`src/rtl/ps2_key_decoder_if.sv`:
```
`default_nettype none
// ============================================================================
//  Module      : ps2_key_decoder_if
//  Description : Bundle between a PS/2 byte receiver / character consumer and
//                the ps2_key_decoder.
//                  scan_code    [7:0] received PS/2 byte
//                  scan_valid         one-cycle strobe for scan_code
//                  ascii_ready        consumer pops FIFO head when valid
//                  ascii_out    [7:0] character at FIFO head (0x00 if empty)
//                  ascii_valid        FIFO non-empty
//                  overflow           sticky character-dropped flag
//                  shift_active       either Shift key held
//                  caps_active        Caps Lock toggle state
//                master = receiver/consumer side, slave = decoder side.
//  Revision    : 1.0 - initial release
// ============================================================================
interface ps2_key_decoder_if;
    logic [7:0] scan_code;
    logic       scan_valid;
    logic       ascii_ready;
    logic [7:0] ascii_out;
    logic       ascii_valid;
    logic       overflow;
    logic       shift_active;
    logic       caps_active;

    modport master (
        output scan_code, scan_valid, ascii_ready,
        input  ascii_out, ascii_valid, overflow, shift_active, caps_active
    );

    modport slave (
        input  scan_code, scan_valid, ascii_ready,
        output ascii_out, ascii_valid, overflow, shift_active, caps_active
    );
endinterface
`default_nettype wire

```
`src/rtl/ps2_key_decoder.sv`:
```
`default_nettype none
// ============================================================================
//  Module      : ps2_key_decoder
//  Description : Stateful PS/2 set-2 scan-code to ASCII decoder with
//                make/break/extended prefix tracking, Shift and Caps Lock
//                state, and a FIFO_DEPTH-entry character FIFO.
//  Ports       : clk  - system clock, rising edge
//                rst  - synchronous active-high reset, clears all state
//                kbd  - ps2_key_decoder_if.slave (scan input, ASCII output,
//                       status flags)
//  Parameters  : FIFO_DEPTH - character FIFO entries, power of two, >= 2
//  Options     : PS2_REPEAT_FILTER_EN - when defined, a repeated make of the
//                same character-producing code is suppressed until its break
//                or a different make arrives.
//  Revision    : 1.0 - initial release
// ============================================================================
module ps2_key_decoder #(
    parameter int FIFO_DEPTH = 8
) (
    input  wire logic        clk,
    input  wire logic        rst,
    ps2_key_decoder_if.slave kbd
);
    localparam int                 c_PTR_W = $clog2(FIFO_DEPTH);
    localparam logic [c_PTR_W:0]   c_FULL  = FIFO_DEPTH[c_PTR_W:0];

    typedef enum logic [1:0] {
        S_IDLE    = 2'd0,
        S_EXT     = 2'd1,
        S_BRK     = 2'd2,
        S_EXT_BRK = 2'd3
    } state_t;

    state_t               r_state;
    logic                 r_shift_l;
    logic                 r_shift_r;
    logic                 r_caps;
    logic                 r_overflow;
    logic [7:0]           r_mem [FIFO_DEPTH];
    logic [c_PTR_W-1:0]   r_wr_ptr;
    logic [c_PTR_W-1:0]   r_rd_ptr;
    logic [c_PTR_W:0]     r_count;

    logic [7:0]           w_letter;   // uppercase letter, 0 if not a letter
    logic [7:0]           w_char;
    logic                 w_mapped;
    logic                 w_is_make;
    logic                 w_repeat;
    logic                 w_push_req;
    logic                 w_push_ok;
    logic                 w_pop;
    logic                 w_valid;

    // ------------------------------------------------------------------
    // Scan-code lookup; case selection uses the registered modifier state
    // ------------------------------------------------------------------
    always_comb begin
        w_letter = 8'h00;
        case (kbd.scan_code)
            8'h1C: w_letter = 8'h41; 8'h32: w_letter = 8'h42; 8'h21: w_letter = 8'h43;
            8'h23: w_letter = 8'h44; 8'h24: w_letter = 8'h45; 8'h2B: w_letter = 8'h46;
            8'h34: w_letter = 8'h47; 8'h33: w_letter = 8'h48; 8'h43: w_letter = 8'h49;
            8'h3B: w_letter = 8'h4A; 8'h42: w_letter = 8'h4B; 8'h4B: w_letter = 8'h4C;
            8'h3A: w_letter = 8'h4D; 8'h31: w_letter = 8'h4E; 8'h44: w_letter = 8'h4F;
            8'h4D: w_letter = 8'h50; 8'h15: w_letter = 8'h51; 8'h2D: w_letter = 8'h52;
            8'h1B: w_letter = 8'h53; 8'h2C: w_letter = 8'h54; 8'h3C: w_letter = 8'h55;
            8'h2A: w_letter = 8'h56; 8'h1D: w_letter = 8'h57; 8'h22: w_letter = 8'h58;
            8'h35: w_letter = 8'h59; 8'h1A: w_letter = 8'h5A;
            default: w_letter = 8'h00;
        endcase
    end

    always_comb begin
        logic w_shift;
        w_shift  = r_shift_l | r_shift_r;
        w_char   = 8'h00;
        w_mapped = 1'b1;
        if (w_letter != 8'h00) begin
            // Lowercase is uppercase with bit 5 set
            w_char = (w_shift ^ r_caps) ? w_letter : (w_letter | 8'h20);
        end else begin
            case (kbd.scan_code)
                8'h45: w_char = w_shift ? 8'h29 : 8'h30;
                8'h16: w_char = w_shift ? 8'h21 : 8'h31;
                8'h1E: w_char = w_shift ? 8'h40 : 8'h32;
                8'h26: w_char = w_shift ? 8'h23 : 8'h33;
                8'h25: w_char = w_shift ? 8'h24 : 8'h34;
                8'h2E: w_char = w_shift ? 8'h25 : 8'h35;
                8'h36: w_char = w_shift ? 8'h5E : 8'h36;
                8'h3D: w_char = w_shift ? 8'h26 : 8'h37;
                8'h3E: w_char = w_shift ? 8'h2A : 8'h38;
                8'h46: w_char = w_shift ? 8'h28 : 8'h39;
                8'h29: w_char = 8'h20;
                8'h5A: w_char = 8'h0A;
                8'h66: w_char = 8'h08;
                default: w_mapped = 1'b0;
            endcase
        end
    end

    assign w_is_make  = kbd.scan_valid && (r_state == S_IDLE) &&
                        (kbd.scan_code != 8'hE0) && (kbd.scan_code != 8'hF0);
    assign w_valid    = (r_count != '0);
    assign w_pop      = w_valid && kbd.ascii_ready;
    assign w_push_req = w_is_make && w_mapped && !w_repeat;
    // A pop in the same cycle frees the slot, so a full FIFO still accepts
    assign w_push_ok  = w_push_req && ((r_count != c_FULL) || w_pop);

`ifdef PS2_REPEAT_FILTER_EN
    logic [7:0] r_last_make;

    assign w_repeat = (kbd.scan_code == r_last_make);

    always_ff @(posedge clk) begin
        if (rst) begin
            r_last_make <= 8'h00;
        end else if (w_is_make) begin
            // Any non-character make also ends the repeat window
            r_last_make <= w_mapped ? kbd.scan_code : 8'h00;
        end else if (kbd.scan_valid && (r_state == S_BRK) &&
                     (kbd.scan_code == r_last_make)) begin
            r_last_make <= 8'h00;
        end
    end
`else
    assign w_repeat = 1'b0;
`endif

    // ------------------------------------------------------------------
    // Prefix FSM, modifier state and FIFO bookkeeping
    // ------------------------------------------------------------------
    always_ff @(posedge clk) begin
        if (rst) begin
            r_state    <= S_IDLE;
            r_shift_l  <= 1'b0;
            r_shift_r  <= 1'b0;
            r_caps     <= 1'b0;
            r_overflow <= 1'b0;
            r_wr_ptr   <= '0;
            r_rd_ptr   <= '0;
            r_count    <= '0;
        end else begin
            if (kbd.scan_valid) begin
                case (r_state)
                    S_IDLE: begin
                        if (kbd.scan_code == 8'hE0)      r_state <= S_EXT;
                        else if (kbd.scan_code == 8'hF0) r_state <= S_BRK;
                        else if (kbd.scan_code == 8'h12) r_shift_l <= 1'b1;
                        else if (kbd.scan_code == 8'h59) r_shift_r <= 1'b1;
                        else if (kbd.scan_code == 8'h58) r_caps <= ~r_caps;
                    end
                    S_EXT: begin
                        r_state <= (kbd.scan_code == 8'hF0) ? S_EXT_BRK : S_IDLE;
                    end
                    S_BRK: begin
                        if (kbd.scan_code == 8'h12) r_shift_l <= 1'b0;
                        if (kbd.scan_code == 8'h59) r_shift_r <= 1'b0;
                        r_state <= S_IDLE;
                    end
                    default: r_state <= S_IDLE;
                endcase
            end

            if (w_push_req && !w_push_ok) r_overflow <= 1'b1;
            if (w_push_ok) r_wr_ptr <= r_wr_ptr + 1'b1;
            if (w_pop)     r_rd_ptr <= r_rd_ptr + 1'b1;
            case ({w_push_ok, w_pop})
                2'b10:   r_count <= r_count + 1'b1;
                2'b01:   r_count <= r_count - 1'b1;
                default: r_count <= r_count;
            endcase
        end
    end

    always_ff @(posedge clk) begin
        if (w_push_ok) r_mem[r_wr_ptr] <= w_char;
    end

    assign kbd.ascii_out    = w_valid ? r_mem[r_rd_ptr] : 8'h00;
    assign kbd.ascii_valid  = w_valid;
    assign kbd.overflow     = r_overflow;
    assign kbd.shift_active = r_shift_l | r_shift_r;
    assign kbd.caps_active  = r_caps;

endmodule
`default_nettype wire

```
`src/flat_wrapper.sv`:
```
// flat-port wrapper written by rule: the top's interface ports become plain ports
module ps2_key_decoder_flat 
#(
    parameter int FIFO_DEPTH = 8
)
  (clk, rst, kbd_scan_code, kbd_scan_valid, kbd_ascii_ready, kbd_ascii_out, kbd_ascii_valid, kbd_overflow, kbd_shift_active, kbd_caps_active);
  ps2_key_decoder_if kbd_i ();
  input  wire logic clk;
  input  wire logic rst;
  input wire logic [$bits(kbd_i.scan_code)-1:0] kbd_scan_code;
  input wire logic [$bits(kbd_i.scan_valid)-1:0] kbd_scan_valid;
  input wire logic [$bits(kbd_i.ascii_ready)-1:0] kbd_ascii_ready;
  output wire logic [$bits(kbd_i.ascii_out)-1:0] kbd_ascii_out;
  output wire logic [$bits(kbd_i.ascii_valid)-1:0] kbd_ascii_valid;
  output wire logic [$bits(kbd_i.overflow)-1:0] kbd_overflow;
  output wire logic [$bits(kbd_i.shift_active)-1:0] kbd_shift_active;
  output wire logic [$bits(kbd_i.caps_active)-1:0] kbd_caps_active;
  assign kbd_i.scan_code = kbd_scan_code;
  assign kbd_i.scan_valid = kbd_scan_valid;
  assign kbd_i.ascii_ready = kbd_ascii_ready;
  assign kbd_ascii_out = kbd_i.ascii_out;
  assign kbd_ascii_valid = kbd_i.ascii_valid;
  assign kbd_overflow = kbd_i.overflow;
  assign kbd_shift_active = kbd_i.shift_active;
  assign kbd_caps_active = kbd_i.caps_active;
  ps2_key_decoder #(.FIFO_DEPTH(FIFO_DEPTH)) u_core (.clk(clk), .rst(rst), .kbd(kbd_i));
endmodule
```
`config.mk`:
```
export PLATFORM = sky130hd
export DESIGN_NAME = ps2_key_decoder_flat
export DESIGN_NICKNAME = d
export VERILOG_FILES = /design/src/rtl/ps2_key_decoder_if.sv /design/src/rtl/ps2_key_decoder.sv /design/src/flat_wrapper.sv
export SDC_FILE = /design/constraint.sdc
export NUM_CORES = 1
export LEC_CHECK = 0
export ABC_AREA = 1
export BUFFER_PORTS_ARGS = -buffer_cell sky130_fd_sc_hd__clkbuf_2
export CAP_MARGIN = 20
export CELL_PAD_IN_SITES_DETAIL_PLACEMENT = 2
export CELL_PAD_IN_SITES_GLOBAL_PLACEMENT = 2
export CORE_AREA = 2 2 109 111
export DETAILED_ROUTE_END_ITERATION = 16
export DIE_AREA = 0 0 111 113
export HOLD_SLACK_MARGIN = 0.05
export PLACE_DENSITY = 0.8
export SLEW_MARGIN = 20
export SYNTH_ARGS = -nofsm -noshare
export SYNTH_HDL_FRONTEND = slang
export SYNTH_SLANG_ARGS = --single-unit
```
`constraint.sdc`:
```
create_clock -name clk -period 3.3 [get_ports clk]
set_input_delay 0.33 -clock clk [delete_from_list [all_inputs] [get_ports clk]]
set_output_delay 0.33 -clock clk [all_outputs]
set_load 0.01 [all_outputs]
```
==> impl_results.md, run 1 <==
- Post-synth ARST share: 0
- Switching Fraction: 0.3506
- Synth Area in Compound Gates: 0.1360
- Internal power: 2.087 mW
- Setup Crit Path Kind: in -> reg
- RSZ-0062 raised after global routing: false
- Largest net degree at the start of global routing: 29
- Critical path arrival: between 3 and 4 ns
- Crit start category: primary input
- Min cycle time layout: ~2.9 ns
- Initial DRT Pass Iterations: 4
- Pwr Density: 668.8 nW/um^2
- Clock slew at reported path FFs: about 0.060 ns
- Fin crit share: 0.8892
- Routability congestion estimate: between 0.8 and 0.9
- Port Buffers: 22
- Final Cell Area: 4806 um^2
- Mapped Area: 4141 um^2
- Syn_nets: 522
- Required time of the critical path: 3.53 ns
- Delay-heaviest family, CP: simple AND/OR/NAND/NOR gates
- Die ar.: 12,540 um^2
- Status: complete, no violations
- Num CTS Buffers: 9
- Vias in the first global route: 4,114
- Layout cells sized above 1: 0.1543
- Final Hold Viols: 0
- Setup_tns: 0 ns
- Worst-skew pair later-pin latency: 0.34 ns
- Skew final: 0.005716 ns
- Synth unique cells: 42
- Via count: ~3.6k
- Pins Over Slew Limit: 0
- Core Region: 11,270 um^2
- Die Wd: 111 um
- Top cells by area, synth: edfxtp_1, dfxtp_1, nor2_1, nand2_1, o21ai_0
- Comb pwr share: 0.307
- Worst slack, placed: -0.1822 ns
- Synth Area in XOR/XNOR: 0.004230
- Worst path slowest cell: ha_1
- Final nets: around 560
- # H-tree levels: 3
- Cell Chain, Critical Path: clkbuf_2 > inv_2 > ha_1 > nand2_4 > a21oi_2 > nand2_1 > nand2_1 > nand3_1 > a21oi_2 > nor2_2 > nand3_2 > nand2_4 > nand2_4 > inv_1 > ha_1 > nand2_1 > nand2_1 > a31oi_1 > inv_1 > nand2_1 > nand3_1 > nand2_1 > nor2_1
- Max FO, Critical Path: 7
- Worst slew pin tran: 0.9736 ns
- GR Overflow Total: 0
- Clock power share: 0.331
- Reg power frac: 0.362
- CP Capture Type: flop
- VDD IR max: between 0.4 and 0.5 mV
- Setup slack after layout: around 0.37 ns
- Ys Warns: 0
- CTS Hold Buffers Added: 0
- Syn_area_per_cell: 8.316 um^2
- Initial antenna violation count: 0
- First-pass GRT wire length: 21,170 um
- Fraction of the mapped netlist area in adder cells: 0.03807
- Area share of the largest cell type after synthesis: 0.4060
- Seq cells post-synth: 75
- Number of flops mapped to enable cells by yosys: 56
- Psw: 1.127 mW
- Maxcap violations: 0
- Routed len/inst: 18.67 um
- Diode count: 0
- Area leader, netlist: edfxtp_1
- Simple-gate share of the synthesized area: 0.2589
- Critical Path Max Stage Delay: 0.34 ns
- P&R area growth vs syn: 16.04%
- Starting Density: 0.3674
- Root Driver: clkbuf_16
- Largest family of logic cells by synthesized area: simple AND/OR/NAND/NOR gates
- DR vias/cell: 5.298
- Slew headroom: 0.3441
- Register area share after synthesis: 0.4979
- Die Y: 113 um
- Total GRT Usage: 0.2147
- Routed wire length: around 13,000 um
- Ys flop type: edfxtp_1
- Final setup fails: 0
- # IOs: 24
- Final HPWL from detailed placement: 9849 um
- CTS tree: done
- Row count: 39
- Fillers: 1,286
- CP dominant cell by count: nand2_1
- Worst min path class: in -> reg
- Buf/Inv on CP: 4
- Leak: around 2.0 nW
- Mux cell area share after synthesis: 0
- 1st-iter DRT viols: 134
- Gate Count Post-Synth: 498
- Clk sinks: 75
- Post-route ant nets: 0
- F_max: ~0.34 GHz
- Placed Area: 4472 um^2
- DRC: 0
- Clk buf depth: 2
-- path summary, 6_finish.rpt --
kind	from	to	slack, ns	cells after the start
worst max-delay path	kbd_scan_code[1]	u_core.r_count[3]	0.37	23
worst min-delay path	rst	u_core.r_wr_ptr[0]	0.27	2
worst max register to register	u_core.r_state[1]	u_core.r_count[3]	0.72	17
worst min register to register	u_core.kbd.overflow	u_core.kbd.overflow	0.49	1
-- final cells by class --
cell class	instances	area, um^2	area share
inverter	51	193.9	0.04035
clock inverter	7	100.1	0.02083
tap	143	178.9	0.03723
clock buffer	9	225.2	0.04686
sequential	75	2062	0.4291
timing repair buffer	37	222.7	0.04634
multi-input combinational	359	1823	0.3793
-- synth_stat cells, types with 2 or more instances --
library cell / instances
buf_4: 4
a211oi_1: 2
o22ai_1: 7
inv_2: 6
nand3_2: 2
a31oi_1: 10
ha_1: 11
clkinv_1: 3
inv_1: 41
o21ai_0: 49
a21oi_1: 16
o21ai_1: 5
edfxtp_1: 56
nand4_1: 7
nand2_4: 4
nor2_1: 97
nor3_2: 2
o41ai_1: 2
nor2_4: 3
dfxtp_1: 19
nor2_2: 4
nand2_2: 2
clkbuf_1: 8
nor3_1: 9
o21a_1: 2
nand3_1: 21
nor4_1: 2
nand2_1: 90
-- kinds of logic (layout without fill, tap and decap cells) --
logic type | count (synthesis) | count (layout)
AO/OA/AOI/OAI | 100 | 100
XOR/XNOR | 2 | 2
adder cells (fa/ha/maj) | 12 | 12
buffers and inverters | 64 | 104
flip-flops | 75 | 75
other | 1 | 1
AND/OR/NAND/NOR | 244 | 244
-- sequential cells by signal, summed over array words and instances, names as in the netlist, named ones only --
register and flops:
u_core.r_state 2, u_core.r_shift_r 1, u_core.r_rd_ptr 3, u_core.kbd.overflow 1
u_core.r_count 4, u_core.r_wr_ptr 3, u_core.r_mem 56, u_core.kbd.caps_active 1
u_core.r_shift_l 1
-- power by group through the flow --
| stage | clock [mW] | sequential [mW] | combinational (mW) |
|---|---|---|---|
| after floorplan | 0 | 1.15 | 0.659 |
| after CTS | 1.08 | 1.17 | 1.01 |
| final | 1.06 | 1.16 | 0.986 |
| after global routing | 1.11 | 1.18 | 1.13 |
| after global placement | 0 | 1.18 | 0.938 |
| after detailed placement | 0 | 1.19 | 0.999 |
-- metal layers --
layer / track usage / share of wire / vias to the layer above
met2: 0.4037 / 0.53 / 55
met4: 0.07833 / 0.023 / 0
li1: - / - / 1769
met1: 0.2494 / 0.42 / 1761
met3: 0.02999 / 0.021 / 23
met5: 0 / 0 / -
-- stage by stage --
stage            util  hold slack (ns)  std cells  power [mW]
2_1_floorplan       -           0.3991        498       1.812
3_3_place_gp   0.3967           0.4495        665       2.114
3_5_place_dp   0.3967           0.4812        665       2.185
4_1_cts        0.4256           0.2691        681       3.252
5_1_grt        0.4264           0.2929        681       3.414
6_report       0.4264           0.2702        681       3.214
-- what timing repair did --
item,in CTS,in global routing
endpoints found under the setup margin,0,1
resized for setup,0,4
buffers inserted,0,0
-- layout by cell type, fill, tap and decap left out, types with 2 or more instances in the layout --
cell | synthesis | final
clkinv_1 | 3 | 3
a21oi_2 | 1 | 2
inv_2 | 6 | 7
nand4_1 | 7 | 7
nor4_1 | 2 | 2
a31oi_1 | 10 | 10
nor2_2 | 4 | 5
nor3_1 | 9 | 9
clkinv_4 | 0 | 3
nand3_2 | 2 | 2
o41ai_1 | 2 | 2
clkbuf_16 | 0 | 9
nand3_1 | 21 | 21
ha_1 | 11 | 10
nor2_1 | 97 | 96
o21ai_1 | 5 | 5
edfxtp_1 | 56 | 56
nor2_4 | 3 | 3
nand2_2 | 2 | 2
dfxtp_1 | 19 | 19
nand2_4 | 4 | 4
buf_4 | 4 | 15
inv_1 | 41 | 40
clkbuf_2 | 0 | 22
a21oi_1 | 16 | 15
nand2_1 | 90 | 90
o21a_1 | 2 | 2
bufinv_16 | 0 | 2
o21ai_0 | 49 | 49
nor3_2 | 2 | 2
a211oi_1 | 2 | 2
o22ai_1 | 7 | 7
No activity file was read; power rests on OpenSTA's default activity.
==> run 2, diff against run 1 <==
--- a/config.mk
+++ b/config.mk
@@ -10,12 +10,11 @@
 export CAP_MARGIN = 20
 export CELL_PAD_IN_SITES_DETAIL_PLACEMENT = 2
 export CELL_PAD_IN_SITES_GLOBAL_PLACEMENT = 2
-export CORE_AREA = 2 2 109 111
+export CORE_AREA = 2 2 105 107
 export DETAILED_ROUTE_END_ITERATION = 16
-export DIE_AREA = 0 0 111 113
+export DIE_AREA = 0 0 107 109
 export HOLD_SLACK_MARGIN = 0.05
-export PLACE_DENSITY = 0.8
-export SLEW_MARGIN = 20
+export PLACE_DENSITY = 0.85
 export SYNTH_ARGS = -nofsm -noshare
 export SYNTH_HDL_FRONTEND = slang
 export SYNTH_SLANG_ARGS = --single-unit
==> constraint.sdc (replaced) <==
create_clock -name clk -period 3.4 [get_ports clk]
set_input_delay 0.34 -clock clk [delete_from_list [all_inputs] [get_ports clk]]
set_output_delay 0.34 -clock clk [all_outputs]
set_load 0.01 [all_outputs]
==> run 2 against run 1 <==
Against the previous run: die area is 7.0% lower; clock skew is 0.0052 ns higher; final area is 2.9% lower; utilization is 1.4 points higher; count of clock-buffer cells in the layout is 1 higher; power is 12% lower; flip-flop and latch count stayed put; via count is 1.8% higher; register-to-register slack better by 0.11 ns; worst hold slack worse by 0.0026 ns; wire length is 4.7% higher; critical path type unchanged; critical endpoint unchanged; largest cell class unchanged.
==> impl_results.md, run 2 (synthesized netlist as in run 1, its figures left out) <==
- Die Wd: 107 um
- DR vias/cell: 5.424
- Delay-heaviest family, CP: simple AND/OR/NAND/NOR gates
- Skew final: 0.01087 ns
- Worst min path class: in -> reg
- Vias in the first global route: 4,129
- Worst slew pin tran: 0.6686 ns
- Most frequent cells in the layout: nor2_1, nand2_1, edfxtp_1
- CTS Hold Buffers Added: 0
- Initial DRT Pass Iterations: 4
- Leak: 1.941 nW
- Min cycle time layout: between 3 and 4 ns
- Fillers: between 1k and 1.5k
- 1st-iter DRT viols: approximately 170
- Most common library cell in the layout ignoring fill and taps: nor2_1
- First-pass GRT wire length: 21,450 um
- Root Driver: clkbuf_8
- Routed wire length: 13,310 um
- Via count: around 3.7k
- Hold Path Stages: 2
- Row count: 38
- Max FFs per register: 56
- Setup slack after layout: 0.3002 ns
- Initial antenna violation count: 0
- Required time of the critical path: 3.66 ns
- Post-CTS resize count: 0
- Biggest register: u_core.r_mem
- VDD IR max: 0.2424 mV
- Reg power frac: 0.400
- DRC: 0
- Critical Path Max Stage Delay: between 0.3 and 0.4 ns
- Pwr Density: 605.4 nW/um^2
- Core Region: 10,600 um^2
- Status: complete, no violations
- Worst slack, placed: -0.1669 ns
- Placed Area: around 4500 um^2
- Buf/Inv on CP: 4
- Final Hold Viols: 0
- Utilization after layout: 0.4403
- GR Overflow Total: 0
- Routed len/inst: 19.67 um
- Clk buf depth: 2
- CP Capture Type: flop
- # H-tree levels: 3
- Maxcap violations: 0
- Die ar.: 11,660 um^2
- Final HPWL from detailed placement: 9729 um
- Worst-skew pair later-pin latency: 0.36 ns
- Fin crit share: 0.9117
- Cell Chain, Critical Path: clkbuf_2 > inv_1 > ha_1 > nand2_2 > nand2_1 > o21ai_0 > nand2_1 > nand3_1 > a21oi_2 > nor2_2 > nand3_2 > nand2_4 > nand2_4 > inv_1 > ha_1 > nand2_1 > nand2_1 > a31oi_1 > inv_1 > nand2_1 > nand3_1 > nand2_1 > nor2_1
- Critical path arrival: 3.36 ns
- Clk sinks: 75
- Final setup fails: 0
- Largest net degree at the start of global routing: 29
- # IOs: 24
- Multi-input gate area: around 1800 um^2
- Switching Fraction: 0.3853
- Die Y: 109 um
- F_max: 0.3226 GHz
- Crit start category: primary input
- Clock power share: 0.251
- Cells on worst reg2reg path: 17
- Levels on crit path: 23
- RSZ-0062 raised after global routing: false
- CTS tree: done
- Routability congestion estimate: 0.8754
- Setup bufs post-CTS: 0
- Slew headroom: 0.5537
- Final nets: 556
- Total GRT Usage: 0.2445
- Layout cells sized above 1: 0.1490
- P&R area growth vs syn: 12.72%
- CP dominant cell by count: nand2_1
- Sequential cell area: 2062 um^2
- Final Cell Area: 4668 um^2
- WHS: 0.2676 ns
- Psw: 1.089 mW
- Internal power: between 1.5 and 2 mW
- Setup Crit Path Kind: in -> reg
- Starting Density: 0.3906
- Top flop regs: u_core.r_mem (56), u_core.r_count (4)
- Diode count: 0
- Clock slew at reported path FFs: ~0.090 ns
- Worst path slowest cell: ha_1
- Port Buffers: 22
- Pins Over Slew Limit: 0
- Max FO, Critical Path: 7
- Comb pwr share: 0.349
- Post-route ant nets: 0
- Num CTS Buffers: 9
run 2: worst paths after layout:
kind / slack (ns) / start / to
worst max register to register: 0.83 / u_core.r_state[1] / u_core.r_count[3]
worst max-delay path: 0.30 / kbd_scan_code[1] / u_core.r_count[3]
worst min-delay path: 0.27 / rst / u_core.r_wr_ptr[0]
worst min register to register: 0.47 / u_core.r_rd_ptr[2] / u_core.r_rd_ptr[2]
run 2: layer usage:
metal	up-vias	GRT usage	part of all wire
met5	-	0	0
met4	0	0.1067	0.023
met3	22	0.03527	0.020
met2	65	0.4732	0.55
met1	1823	0.2637	0.41
li1	1762	-	-
run 2: area by class of cell:
type,count,area share
Inverter,51,0.04154
Tap cell,140,0.03752
Sequential cell,75,0.4417
Timing Repair Buffer,36,0.04610
Multi-Input combinational cell,359,0.3900
Clock buffer,10,0.02948
Clock inverter,6,0.01367
run 2: power by group through the flow:
stage | clock network, mW | registers (mW) | logic, mW
after global routing | 0.760 | 1.14 | 1.11
after detailed placement | 0 | 1.15 | 0.971
after global placement | 0 | 1.15 | 0.899
after floorplan | 0 | 1.12 | 0.640
after CTS | 0.726 | 1.13 | 1.00
final | 0.709 | 1.13 | 0.988
run 2: per-stage QoR:
| step | power [mW] | cells | setup TNS (ns) |
|---|---|---|---|
| finish | 2.826 | 677 | 0 |
| global route | 3.016 | 677 | 0 |
| CTS | 2.857 | 677 | 0 |
| detailed placement | 2.121 | 661 | -0.1669 |
| global placement | 2.044 | 661 | 0 |
| floorplan | 1.758 | 498 | 0 |
==> run 3, diff against run 2 <==
--- a/config.mk
+++ b/config.mk
@@ -6,13 +6,13 @@
 export NUM_CORES = 1
 export LEC_CHECK = 0
 export ABC_AREA = 1
-export BUFFER_PORTS_ARGS = -buffer_cell sky130_fd_sc_hd__clkbuf_2
 export CAP_MARGIN = 20
 export CELL_PAD_IN_SITES_DETAIL_PLACEMENT = 2
 export CELL_PAD_IN_SITES_GLOBAL_PLACEMENT = 2
-export CORE_AREA = 2 2 105 107
+export CORE_AREA = 2 2 103 105
 export DETAILED_ROUTE_END_ITERATION = 16
-export DIE_AREA = 0 0 107 109
+export DIE_AREA = 0 0 105 107
+export DONT_BUFFER_PORTS = 1
 export HOLD_SLACK_MARGIN = 0.05
 export PLACE_DENSITY = 0.85
 export SYNTH_ARGS = -nofsm -noshare
==> run 3 against run 2 <==
Against the previous run: cell count down 4.1%; critical path depth fell by 1; flip-flop and latch count did not move; maximum frequency is 4.1% higher; first-iteration DRC count is 16% higher; largest power group unchanged.
==> impl_results.md, run 3 (synthesized netlist as in run 1, its figures left out) <==
- Met3 usage: 0.04073
- F_max: roughly 0.34 GHz
- Final Hold Viols: 0
- Final nets: 532
- Worst min path class: in -> reg
- # IOs: 24
- Routed wire length: 13,700 um
- P&R area growth vs syn: 9.154%
- Worst slew pin tran: 0.7156 ns
- Num CTS Buffers: 9
- Final setup fails: 0
- Maxcap violations: 0
- Non-Filler Instances: 649
- # H-tree levels: 3
- Pwr Density: 595.9 nW/um^2
- DRC: 0
- Crit start category: primary input
- Routed len/inst: about 21 um
- Diode count: 0
- Required time of the critical path: 3.66 ns
- Post-route ant nets: 0
- Routability congestion estimate: between 0.9 and 1
- Critical path arrival: 3.23 ns
- Total GRT Usage: 0.2587
- Leak: 1.821 nW
- Biggest register: u_core.r_mem
- Largest net degree at the start of global routing: 29
- Pins Over Slew Limit: 0
- VDD IR max: 0.1931 mV
- GR peak layer: met2
- RSZ-0062 raised after global routing: false
- Via count: ~3.6k
- CTS tree: done
- DR vias/cell: 5.561
- CP Capture Type: flop
- Min cycle time layout: 2.978 ns
- Setup_tns: 0 ns
- GR Overflow Total: 0
- First-pass GRT wire length: ~22,000 um
- Top flop regs: u_core.r_mem (56), u_core.r_count (4)
- Vias in the first global route: 3,995
- Layout cells sized above 1: 0.1053
- Clk buf depth: 2
- Setup Crit Path Kind: in -> reg
- Core Region: slightly above 10,000 um^2
- Port Buffers: 0
- Starting Density: 0.4104
- Sequential cell area: 2062 um^2
- 1st-iter DRT viols: between 200 and 250
- Worst-skew pair later-pin latency: ~0.36 ns
- Initial antenna violation count: 0
- Max FFs per register: 56
- Die Y: 107 um
- Fin crit share: 0.8759
- Skew final: 0.01204 ns
- Clock slew at reported path FFs: 0.09 ns
- Row count: 37
- M1 GR Usage: 0.3003
- Status: complete, no violations
- Clk sinks: 75
- Most frequent cells in the layout: nor2_1, nand2_1, edfxtp_1
- Setup bufs post-CTS: 0
- Slew headroom: 0.5200
- Max FO, Critical Path: 7
- Fillers: 1,167
- Multi-input gate area: 1818 um^2
- Final HPWL from detailed placement: roughly 10,000 um
- Most common library cell in the layout ignoring fill and taps: nor2_1
- Root Driver: clkbuf_8
- Met2 Usage GRT: 0.4782
- # placed instances: ~630
- Initial DRT Pass Iterations: 4
- Die Wd: 105 um
- Die ar.: 11,240 um^2
[run 3: repair_timing]
item / 4_1_cts / 5_1_grt
setup endpoints to repair: 0 / 1
hold endpoints to repair: 5 / 0
hold buffers: 1 / 0
resized for setup: 0 / 1
[run 3: area by class of cell]
| class | count | share of cell area |
|---|---|---|
| clock inverter | 7 | 0.01329 |
| tap | 136 | 0.03764 |
| clock buffer | 9 | 0.02740 |
| inverter | 51 | 0.04290 |
| timing repair buffer | 12 | 0.02048 |
| sequential | 75 | 0.4561 |
| multi-input combinational | 359 | 0.4022 |
[run 3: metal layers]
layer  vias up  routed length (um)
met1      1803                5820
li1       1718                   -
met5         -                   0
met4         0                 362
met3        28                 300
met2        60                7218
[run 3: where the power goes]
part	internal [mW]	leakage [nW]	switching (mW)
combinational	0.256	1.06	0.634
sequential	1.06	0.672	0.0743
clock	0.276	0.0844	0.392
[run 3: final timing paths]
check,depth (start not counted),start,to,slack [ns]
setup / recovery,22,kbd_scan_code[1],u_core.r_count[3],0.42
hold / removal,2,rst,u_core.kbd.caps_active,0.13
setup reg to reg,17,u_core.r_state[1],u_core.r_count[3],0.84
hold reg to reg,2,u_core.r_rd_ptr[2],u_core.r_rd_ptr[2],0.49
[run 3: per-stage QoR]
stage | power, mW | setup slack, ns | hold WS, ns | area, um^2 | util
floorplan | 1.758 | 0.7736 | 0.4091 | 4141 | -
global placement | 1.963 | 0.2304 | 0.4106 | 4323 | 0.4283
detailed placement | 2.045 | 0.006713 | 0.4181 | 4323 | 0.4283
CTS | 2.715 | 0.3538 | 0.1109 | 4517 | 0.4476
global route | 2.872 | 0.09330 | 0.1173 | 4521 | 0.4479
finish | 2.694 | 0.4218 | 0.1263 | 4521 | 0.4479
[run 3: critical path, cell delays in order]
cell	delay (ns)
inv_1	0.09
ha_1	0.27
nand2_2	0.16
nand2_1	0.14
o21ai_0	0.21
nand2_1	0.08
nand3_1	0.12
a21oi_2	0.10
nor2_1	0.26
nand3_2	0.15
nand2_4	0.13
nand2_4	0.08
inv_1	0.11
ha_1	0.27
nand2_1	0.09
nand2_1	0.05
a31oi_1	0.20
inv_1	0.07
nand2_1	0.10
nand3_1	0.08
nand2_1	0.07
nor2_1	0.05
